**config.mk**
```make
export PLATFORM = sky130hd
export DESIGN_NAME = if_id_latch
export DESIGN_NICKNAME = d
export VERILOG_FILES = /design/src/rtl/if_id_latch.sv
export SDC_FILE = /design/constraint.sdc
export NUM_CORES = 1
export LEC_CHECK = 0
export CORE_MARGIN = 4
export CORE_UTILIZATION = 36
export DETAILED_ROUTE_END_ITERATION = 10
export GPL_TIMING_DRIVEN = 1
export MAX_ROUTING_LAYER = met4
export PLACE_DENSITY = 0.81
export SETUP_SLACK_MARGIN = 0.5
export SYNTH_ARGS = -nofsm -noshare
export SYNTH_HDL_FRONTEND = slang
export SYNTH_SLANG_ARGS = --single-unit
```
**constraint.sdc**
```tcl
create_clock -name CLK -period 1.35 [get_ports CLK]
set_input_delay 0.27 -clock CLK [delete_from_list [all_inputs] [get_ports CLK]]
set_output_delay 0.27 -clock CLK [all_outputs]
set_load 0.02 [all_outputs]
```
**src/rtl/if_id_latch.sv**
```systemverilog
// IF/ID pipeline latch with RUN/HALTED state, flush/stall control and bubble insertion.
// Optional stall/flush performance counters are enabled by defining IF_ID_PERF_EN.
module if_id_latch (
  input  logic        CLK,
  input  logic        nRST,
  input  logic        ihit,
  input  logic [31:0] imemload,
  input  logic [31:0] pc_plus4_IF,
  input  logic        stall,
  input  logic        flush,
  output logic [31:0] instr_IF_ID,
  output logic [5:0]  opcode_IF_ID,
  output logic [5:0]  func_IF_ID,
  output logic [4:0]  rs_IF_ID,
  output logic [4:0]  rt_IF_ID,
  output logic [4:0]  rd_IF_ID,
  output logic [4:0]  shamt_IF_ID,
  output logic [15:0] imm_IF_ID,
  output logic [31:0] pc_plus4_IF_ID,
  output logic        valid_IF_ID,
  output logic        halt_seen
`ifdef IF_ID_PERF_EN
  ,
  output logic [31:0] stall_count,
  output logic [31:0] flush_count
`endif
);

  typedef enum logic {
    RUN    = 1'b0,
    HALTED = 1'b1
  } state_e;

  localparam logic [5:0] OP_HALT = 6'b111111;

  state_e      state_q, state_d;
  logic [31:0] instr_q, instr_d;
  logic [31:0] pc_q,    pc_d;
  logic        valid_q, valid_d;

  // Priority: flush > stall > HALTED hold > ihit capture > bubble.
  always_comb begin
    state_d = state_q;
    instr_d = instr_q;
    pc_d    = pc_q;
    valid_d = valid_q;
    if (flush) begin
      state_d = RUN;
      instr_d = '0;
      pc_d    = '0;
      valid_d = 1'b0;
    end else if (!stall && (state_q == RUN)) begin
      if (ihit) begin
        instr_d = imemload;
        pc_d    = pc_plus4_IF;
        valid_d = 1'b1;
        if (imemload[31:26] == OP_HALT) state_d = HALTED;
      end else begin
        instr_d = '0;
        valid_d = 1'b0;
      end
    end
  end

  always_ff @(posedge CLK or negedge nRST) begin
    if (!nRST) begin
      state_q <= RUN;
      instr_q <= '0;
      pc_q    <= '0;
      valid_q <= 1'b0;
    end else begin
      state_q <= state_d;
      instr_q <= instr_d;
      pc_q    <= pc_d;
      valid_q <= valid_d;
    end
  end

  assign instr_IF_ID    = instr_q;
  assign pc_plus4_IF_ID = pc_q;
  assign valid_IF_ID    = valid_q;
  assign halt_seen      = (state_q == HALTED);

  assign opcode_IF_ID = instr_q[31:26];
  assign rs_IF_ID     = instr_q[25:21];
  assign rt_IF_ID     = instr_q[20:16];
  assign rd_IF_ID     = instr_q[15:11];
  assign shamt_IF_ID  = instr_q[10:6];
  assign func_IF_ID   = instr_q[5:0];
  assign imm_IF_ID    = instr_q[15:0];

`ifdef IF_ID_PERF_EN
  logic [31:0] stall_cnt_q, flush_cnt_q;

  // Both counters saturate at all-ones rather than wrapping.
  always_ff @(posedge CLK or negedge nRST) begin
    if (!nRST) begin
      stall_cnt_q <= '0;
      flush_cnt_q <= '0;
    end else begin
      if (stall && !flush && (state_q == RUN) && (stall_cnt_q != '1))
        stall_cnt_q <= stall_cnt_q + 32'd1;
      if (flush && valid_q && (flush_cnt_q != '1))
        flush_cnt_q <= flush_cnt_q + 32'd1;
    end
  end

  assign stall_count = stall_cnt_q;
  assign flush_count = flush_cnt_q;
`endif

endmodule

```
==> out/results.env, run 1 <==
OUTCOME='complete, no violations'
POSTSYNTHCELLCOUNT=200
TIMING.CRITICAL_PATH.REQUIRED_NS=1.08
SYNTH_AREA_PER_CELL_UM2=13.7
MULTI_INPUT_AREA_UM2=643
ANTENNA_VIOLATIONS_BEFORE_REPAIR=0
STATIC-LEAKAGE-POWER_uW=0.00252
GRT_START_MAX_NET_PINS=67
CRITPATHMAXFANOUT=4
CTS.CLK_SLEW.WORST_PATHS_NS=0.07
DETAILED_ROUTE_VIA_COUNT=2346
BUFFERS_PLUS_INVERTERS_ON_THE_WORST_SETUP_PATH=2
SEQCELLAREA_MM2=0.00169
FINALSETUPTNS_NS=0
TIMING_MAX_TRANSITION_VIOLATIONS_FINAL=0
SETUP.WORST_PATH.END_CLASS='output port'
VIASPERCELL=4.79
GLOBALPLACE.CONGESTION=0.709
SOURCE_TO_SINK_CLOCK_DELAY_AT_THE_LATER_PIN_OF_THE_WORST_SKEW_PAIR_NS=0.32
ROUTE.ANTENNA.REMAINING_NETS=0
FILLER_CELL_COUNT=475
CP_COMMON_CELL='sky130_fd_sc_hd__buf_6'
CHIPHEIGHT_UM=95.2
COUNT_OF_FLIP_FLOPS_WITH_A_BUILT_IN_ENABLE_AFTER_SYNTHESIS=0
PWR_DENSITY_CELL_mW_PER_MM2=956
CRITICAL_PATH_ARRIVAL_NS=1.03
WIRE_LENGTH_OF_THE_FIRST_GLOBAL_ROUTING_PASS_UM=11600
GR-USAGE-ALL-LAYERS_PCT=17.4
TIMING.CRITICAL_PATH.MAX_DELAY_FAMILY='flip-flops'
DIODES=0
CRITICAL_PATH.SLOWEST_CELL='sky130_fd_sc_hd__dfrtp_2'
POWER.IR.VDD_WORST_uV=562
YOSYS.AREA.TOP_TYPE_SHARE_PCT=60.4
SYNTH.TOP_CELLS.BY_AREA='sky130_fd_sc_hd__dfrtp_1 60%, sky130_fd_sc_hd__a22o_1 20%, sky130_fd_sc_hd__buf_4 13%'
TOTALWIRELENGTH_UM=9380
DESIGN.PORTCOUNT=183
LAYOUT-AREA-OVERHEAD-VS-SYNTH_PCT=90.9
DP_SLACK_NS=-0.325
SYNTH.CELL_AREA_MM2=0.00274
RSZ_0062_RAISED_AFTER_GLOBAL_ROUTING='true'
DRT_PRE_ANTENNA_ITERS=4
STARTING_DENSITY_PCT=37.3
YS_TOP_CELLS_BY_COUNT='66 x sky130_fd_sc_hd__dfrtp_1, 64 x sky130_fd_sc_hd__a22o_1, 49 x sky130_fd_sc_hd__buf_4, 6 x sky130_fd_sc_hd__buf_2, 5 x sky130_fd_sc_hd__buf_6'
MIN_PERIOD_NS=1.30
CTS_TREE='done'
FP.DIEW_UM=95.2
SYNTHESIS.YOSYS.WARNINGS=0
CTS_ROOT_BUFFER='sky130_fd_sc_hd__clkbuf_8'
FIRST_GLOBAL_VIAS=2260
CTS_BUFFERS=9
DETAIL_ROUTE.WL_PER_CELL_UM=19.1
SYNTH_MOST_COMMON_CELL='sky130_fd_sc_hd__dfrtp_1'
CRITPATHMAXSTAGEDELAY_NS=0.45
HOLD-WORST-SLACK_NS=0.358
DETAILED_PLACE.AREA_MM2=0.00437
CORE_AREA_MM2=0.00733
PLACE.PORT_BUFFERS=182
SYNTH_FF_TYPE='sky130_fd_sc_hd__dfrtp_1'
DESIGN_POWER_TOTAL_uW=4990
HTREE_NUM_LEVELS=3
CRITPATHKIND='flop to output port'
CLOCK_SINK_COUNT=66
FINALHOLDVIOLATIONS=0
DIE_AREA_MM2=0.00906
MAXCAPVIOLATIONS=0
SYNTH.LIB_CELLS_USED.DISTINCT=14
FIRST_ITER_VIOLATIONS=95
DRC=0
CLOCK-SKEW-FINAL_NS=0.00643
WORST_SLEW_PIN_SLEW_NS=0.224
WORST_MIN_PATH_CLASS='input port to flop'
SYNTH_SEQ_CELLS=66
SYN-NUM-NETS=269
HPWLAFTERDP_UM=5500
GRT-OVFL-TOTAL=0
LAYOUT_SETUP_WS_NS=0.0531
PATH_CELLS='buf_6 > buf_6'
NUMBER_OF_NETS_AT_THE_END_OF_THE_FLOW=455
CTS.PATH.MAX_BUFFERS=2
SYNTH.YOSYS.SEQ_AREA_SHARE_PCT=60.4
NUMBER_OF_ROWS_CREATED_AT_FLOORPLAN=31
STDCELL_AREA_MM2=0.00522
RELSLEWSLACK_PCT=85.0
SETUP_VIOL=0
FMAX_MHz=771
FRACTION_OF_LAYOUT_CELLS_WITH_A_SIZE_SUFFIX_ABOVE_1_PCT=56.3
YOSYSTOPAREACELL='sky130_fd_sc_hd__dfrtp_1'
CRITICAL_PATH.STARTPOINT_TYPE='flop'
SYNTH-ASYNC-RESET-RATIO_PCT=100
POST-ROUTE-PERIOD-UTIL_PCT=96.1
[layout make-up]
cell class | count | area share [%]
flip-flops and latches | 66 | 32.4
clock buffers | 15 | 3.57
inverters | 1 | 0.0719
multi-input cells | 72 | 12.3
well taps | 99 | 2.37
repair buffers | 236 | 48.7
clock inverters | 1 | 0.575
[logic make-up (layout without fill, tap and decap cells)]
family / after synthesis / after routing / synth area share [%]
buf+inv: 62 / 253 / 16.9
simple gates: 5 / 5 / 1.33
flops: 66 / 66 / 60.4
compound gates: 67 / 67 / 21.4
[cells in the final DEF (no fill, tap or decap), drive strengths merged]
master / count
buf: 165
dfrtp: 66
clkdlybuf4s50: 65
a22o: 64
clkbuf: 18
nor2: 2
dlymetal6s2s: 2
nor4b: 1
a21oi: 1
a21o: 1
nand4: 1
nand3b: 1
inv: 1
o32ai: 1
bufinv: 1
dlygate4sd3: 1
[tightest hold or removal path: stages]
cell                             delay (ns)
sky130_fd_sc_hd__dlymetal6s2s_1        0.14
sky130_fd_sc_hd__buf_4                 0.17
sky130_fd_sc_hd__o32ai_2               0.06
[stage by stage]
stage               utilization [%]  cells
finish                         71.2    490
global route                   71.2    490
CTS                            66.6    475
detailed placement             59.5    426
global placement               59.5    426
floorplan                         -    200
[state kept, by name (all words and copies together) (netlist names)]
| register | count |
|---|---|
| halt_seen | 1 |
| instr_IF_ID | 32 |
| pc_plus4_IF_ID | 32 |
| valid_IF_ID | 1 |
[metal layers]
layer,track usage [%],part of all wire (%),up-vias
met5,-,0,-
met4,5.05,0.77,0
met3,4.50,8.0,9
met2,30.4,51,111
met1,19.6,40,1169
li1,-,-,1057
[worst paths after layout]
check	slack (ns)	endpoint	depth (start not counted)	from
setup / recovery	0.05	instr_IF_ID[12]	2	instr_IF_ID[12]
hold / removal	0.36	halt_seen	3	flush
setup reg to reg	0.06	pc_plus4_IF_ID[9]	4	halt_seen
hold reg to reg	0.52	pc_plus4_IF_ID[31]	1	pc_plus4_IF_ID[31]
max in group asynchronous	0.58	instr_IF_ID[13]	3	nRST
min in group asynchronous	0.55	instr_IF_ID[31]	3	nRST
[power breakdown]
part	total, uW	internal, uW	switching [uW]	leakage, uW
Combinational	1070	624	447	0.00157
Sequential	2170	2070	95.7	0.000847
Clock	1760	1060	698	0.000110
[what timing repair did]
action | in CTS | in global routing
gates cloned | 0 | 5
hold endpoints to repair | 66 | 0
setup buffers | 32 | 10
hold buffers | 1 | 0
setup endpoints to repair | 180 | 226
pin swaps | 0 | 1
gates resized for setup | 653 | 52
Power figures use the tool's default switching activity.
==> run 2, diff against run 1 <==
==> constraint.sdc (replaced) <==
create_clock -name CLK -period 1.35 [get_ports CLK]
set_input_delay 0.27 -clock CLK [delete_from_list [all_inputs] [get_ports CLK]]
set_output_delay 0.27 -clock CLK [all_outputs]
set_load 0.05 [all_outputs]
==> run 2 against run 1 <==
  * Non-clock buffer count fell by 16
  * Maximum frequency is 3.8% lower
  * Clock skew up 0.0036 ns
  * Critical path depth is 2 higher
  * Worst setup slack got worse by 0.052 ns
  * Worst hold slack improved by 0.045 ns
  * Sequential cell count unchanged
  * Sequential share of layout area shrank 4.4 points
  * Largest cell class unchanged
==> out/results.env, run 2 (synthesis gave the netlist of run 1 again) <==
NUMBER_OF_NETS_AT_THE_END_OF_THE_FLOW=439  # was 455
CORE_AREA_MM2=0.00733  # unchanged
VIASPERCELL=5.07  # was 4.79
FILLER_CELL_COUNT=328  # was 475
TIMING.HOLD.WORST.START='flush'  # unchanged
GR-USAGE-ALL-LAYERS_PCT=23.4  # was 17.4%
R2R-START='halt_seen'  # unchanged
RSZ_0062_RAISED_AFTER_GLOBAL_ROUTING='true'  # unchanged
DRT_PRE_ANTENNA_ITERS=4  # unchanged
FINALHOLDVIOLATIONS=0  # unchanged
POST-ROUTE-PERIOD-UTIL_PCT=99.9  # was 96.1%
TOTALWIRELENGTH_UM=11000  # was 9380 um
RELSLEWSLACK_PCT=78.2  # was 85.0%
MOSTFREQUENTLAYOUTCELL='sky130_fd_sc_hd__buf_12'  # was sky130_fd_sc_hd__buf_6
FIRST_GLOBAL_VIAS=2582  # was 2260
FINAL_CELL_COUNT_NO_FILL=475  # was 490
CRITPATHKIND='flop to flop'  # was flop to output port
FINALSETUPTNS_NS=0  # unchanged
STARTING_DENSITY_PCT=37.3  # unchanged
OUTCOME='complete, no violations'  # unchanged
CRITICAL_PATH_ARRIVAL_NS=1.61  # was 1.03 ns
PLACE.PORT_BUFFERS=182  # unchanged
HTREE_NUM_LEVELS=3  # unchanged
TIMING_MAX_TRANSITION_VIOLATIONS_FINAL=0  # unchanged
CTS_BUFFERS=9  # unchanged
DIE_AREA_MM2=0.00906  # unchanged
CTS.PATH.MAX_BUFFERS=2  # unchanged
FP.DIEW_UM=95.2  # unchanged
HPWLAFTERDP_UM=7650  # was 5500 um
MAXCAPVIOLATIONS=0  # unchanged
CTS.CLK_SLEW.WORST_PATHS_NS=0.07  # about the same
FRACTION_OF_LAYOUT_CELLS_WITH_A_SIZE_SUFFIX_ABOVE_1_PCT=58.7  # was 56.3%
WORST_SLEW_PIN_SLEW_NS=0.328  # was 0.224 ns
WIRE_LENGTH_OF_THE_FIRST_GLOBAL_ROUTING_PASS_UM=15200  # was 11600 um
CRIT_START='halt_seen'  # was instr_IF_ID[12]
FIRST_ITER_VIOLATIONS=67  # was 95
SETUP.WORST_PATH.END_CLASS='flop'  # was output port
GRT_START_MAX_NET_PINS=67  # unchanged
CLOCK_SINK_COUNT=66  # unchanged
STATIC-LEAKAGE-POWER_uW=0.00267  # was 0.00252 uW
FINISH.UTILIZATION_PCT=83.4  # was 71.2%
MIN_PERIOD_NS=1.35  # was 1.30 ns
MOST_USED_CELLS_IN_THE_LAYOUT_EXCLUDING_FILL_AND_TAP_CELLS='117 x sky130_fd_sc_hd__buf_12, 64 x sky130_fd_sc_hd__clkdlybuf4s50_1, 63 x sky130_fd_sc_hd__a22o_1, 49 x sky130_fd_sc_hd__dfrtp_2, 25 x sky130_fd_sc_hd__buf_4'  # was 126 x sky130_fd_sc_hd__buf_6, 65 x sky130_fd_sc_hd__clkdlybuf4s50_1, 64 x sky130_fd_sc_hd__a22o_1
PWR_DENSITY_CELL_mW_PER_MM2=903  # was 956 mW/mm^2
FMAX_MHz=741  # was 771 MHz
DESIGN.PORTCOUNT=183  # unchanged
DESIGN_POWER_TOTAL_uW=5520  # was 4990 uW
DRC=0  # unchanged
SOURCE_TO_SINK_CLOCK_DELAY_AT_THE_LATER_PIN_OF_THE_WORST_SKEW_PAIR_NS=0.34  # was 0.32 ns
LAYOUT-AREA-OVERHEAD-VS-SYNTH_PCT=123  # was 90.9%
NUMBER_OF_ROWS_CREATED_AT_FLOORPLAN=31  # unchanged
TIMING.CRITICAL_PATH.REQUIRED_NS=1.62  # was 1.08 ns
POWER.IR.VDD_WORST_uV=540  # was 562 uV
GLOBALPLACE.CONGESTION=0.697  # was 0.709
SETUP_VIOL=0  # unchanged
CTS_TREE='done'  # unchanged
ANTENNA_VIOLATIONS_BEFORE_REPAIR=1  # was 0
DETAILED_ROUTE_VIA_COUNT=2410  # was 2346
DETAIL_ROUTE.WL_PER_CELL_UM=23.2  # was 19.1 um
PLACED_CELLS=431  # was 426
ROUTE.ANTENNA.REMAINING_NETS=0  # unchanged
WORST_MIN_PATH_CLASS='input port to flop'  # unchanged
CLOCK-SKEW-FINAL_NS=0.00999  # was 0.00643 ns
GRT-OVFL-TOTAL=0  # unchanged
CRITPATHMAXFANOUT=12  # was 4
CTS_ROOT_BUFFER='sky130_fd_sc_hd__clkbuf_8'  # unchanged
CRITICAL_PATH.STARTPOINT_TYPE='flop'  # unchanged
CHIPHEIGHT_UM=95.2  # unchanged
[run 2: final timing paths]
check / endpoint / slack [ns] / cells past startpoint
hold reg to reg: valid_IF_ID / 0.54 / 1
setup reg to reg: instr_IF_ID[26] / 0.001 / 4
max in group asynchronous: pc_plus4_IF_ID[21] / 0.57 / 3
min in group asynchronous: instr_IF_ID[14] / 0.56 / 3
hold / removal: halt_seen / 0.40 / 3
setup / recovery: instr_IF_ID[26] / 0.001 / 4
[run 2: metal layers]
| layer | global-route usage (%) | wire, um |
|---|---|---|
| met3 | 8.45 | 1090 |
| met1 | 26.5 | 4030 |
| met4 | 10.5 | 250 |
| met2 | 37.1 | 5670 |
| met5 | - | 0 |
[run 2: per-stage QoR]
stage | setup WS, ns | instance area, um^2 | hold slack [ns]
detailed placement | -0.366 | 5550 | 0.326
floorplan | 0.00935 | 3160 | -0.0256
CTS | -0.0192 | 5910 | 0.505
global placement | -0.274 | 5550 | 0.307
finish | 0.00125 | 6110 | 0.403
global route | -0.0302 | 6110 | 0.385
[run 2: repair_timing]
action / in CTS / in global routing
hold buffers: 1 / 0
gates cloned: 2 / 4
resized for setup: 3 / 11
hold endpoints to repair: 66 / 0
pin swaps: 2 / 19
setup buffers: 14 / 6
endpoints found under the setup margin: 180 / 222
[run 2: power by group]
group | switching, uW | internal (uW)
Sequential | 148 | 2070
Clock | 722 | 901
Combinational | 800 | 873
[run 2: area by class of cell]
| type | count | area, um^2 | share of cell area [%] |
|---|---|---|---|
| timing repair buffer | 220 | 3430 | 56.1 |
| tap | 99 | 124 | 2.03 |
| antenna | 1 | 2.50 | 0.0409 |
| inverter | 1 | 3.75 | 0.0614 |
| clock buffer | 13 | 149 | 2.44 |
| multi-input combinational | 72 | 652 | 10.7 |
| sequential | 66 | 1710 | 28.0 |
| clock inverter | 3 | 40.0 | 0.655 |
[run 2: worst max-delay path, stage by stage (launching register included)]
cell	delay [ns]
sky130_fd_sc_hd__dfrtp_2	0.45
sky130_fd_sc_hd__nor4b_4	0.30
sky130_fd_sc_hd__buf_4	0.21
sky130_fd_sc_hd__clkbuf_16	0.17
sky130_fd_sc_hd__a22o_1	0.14
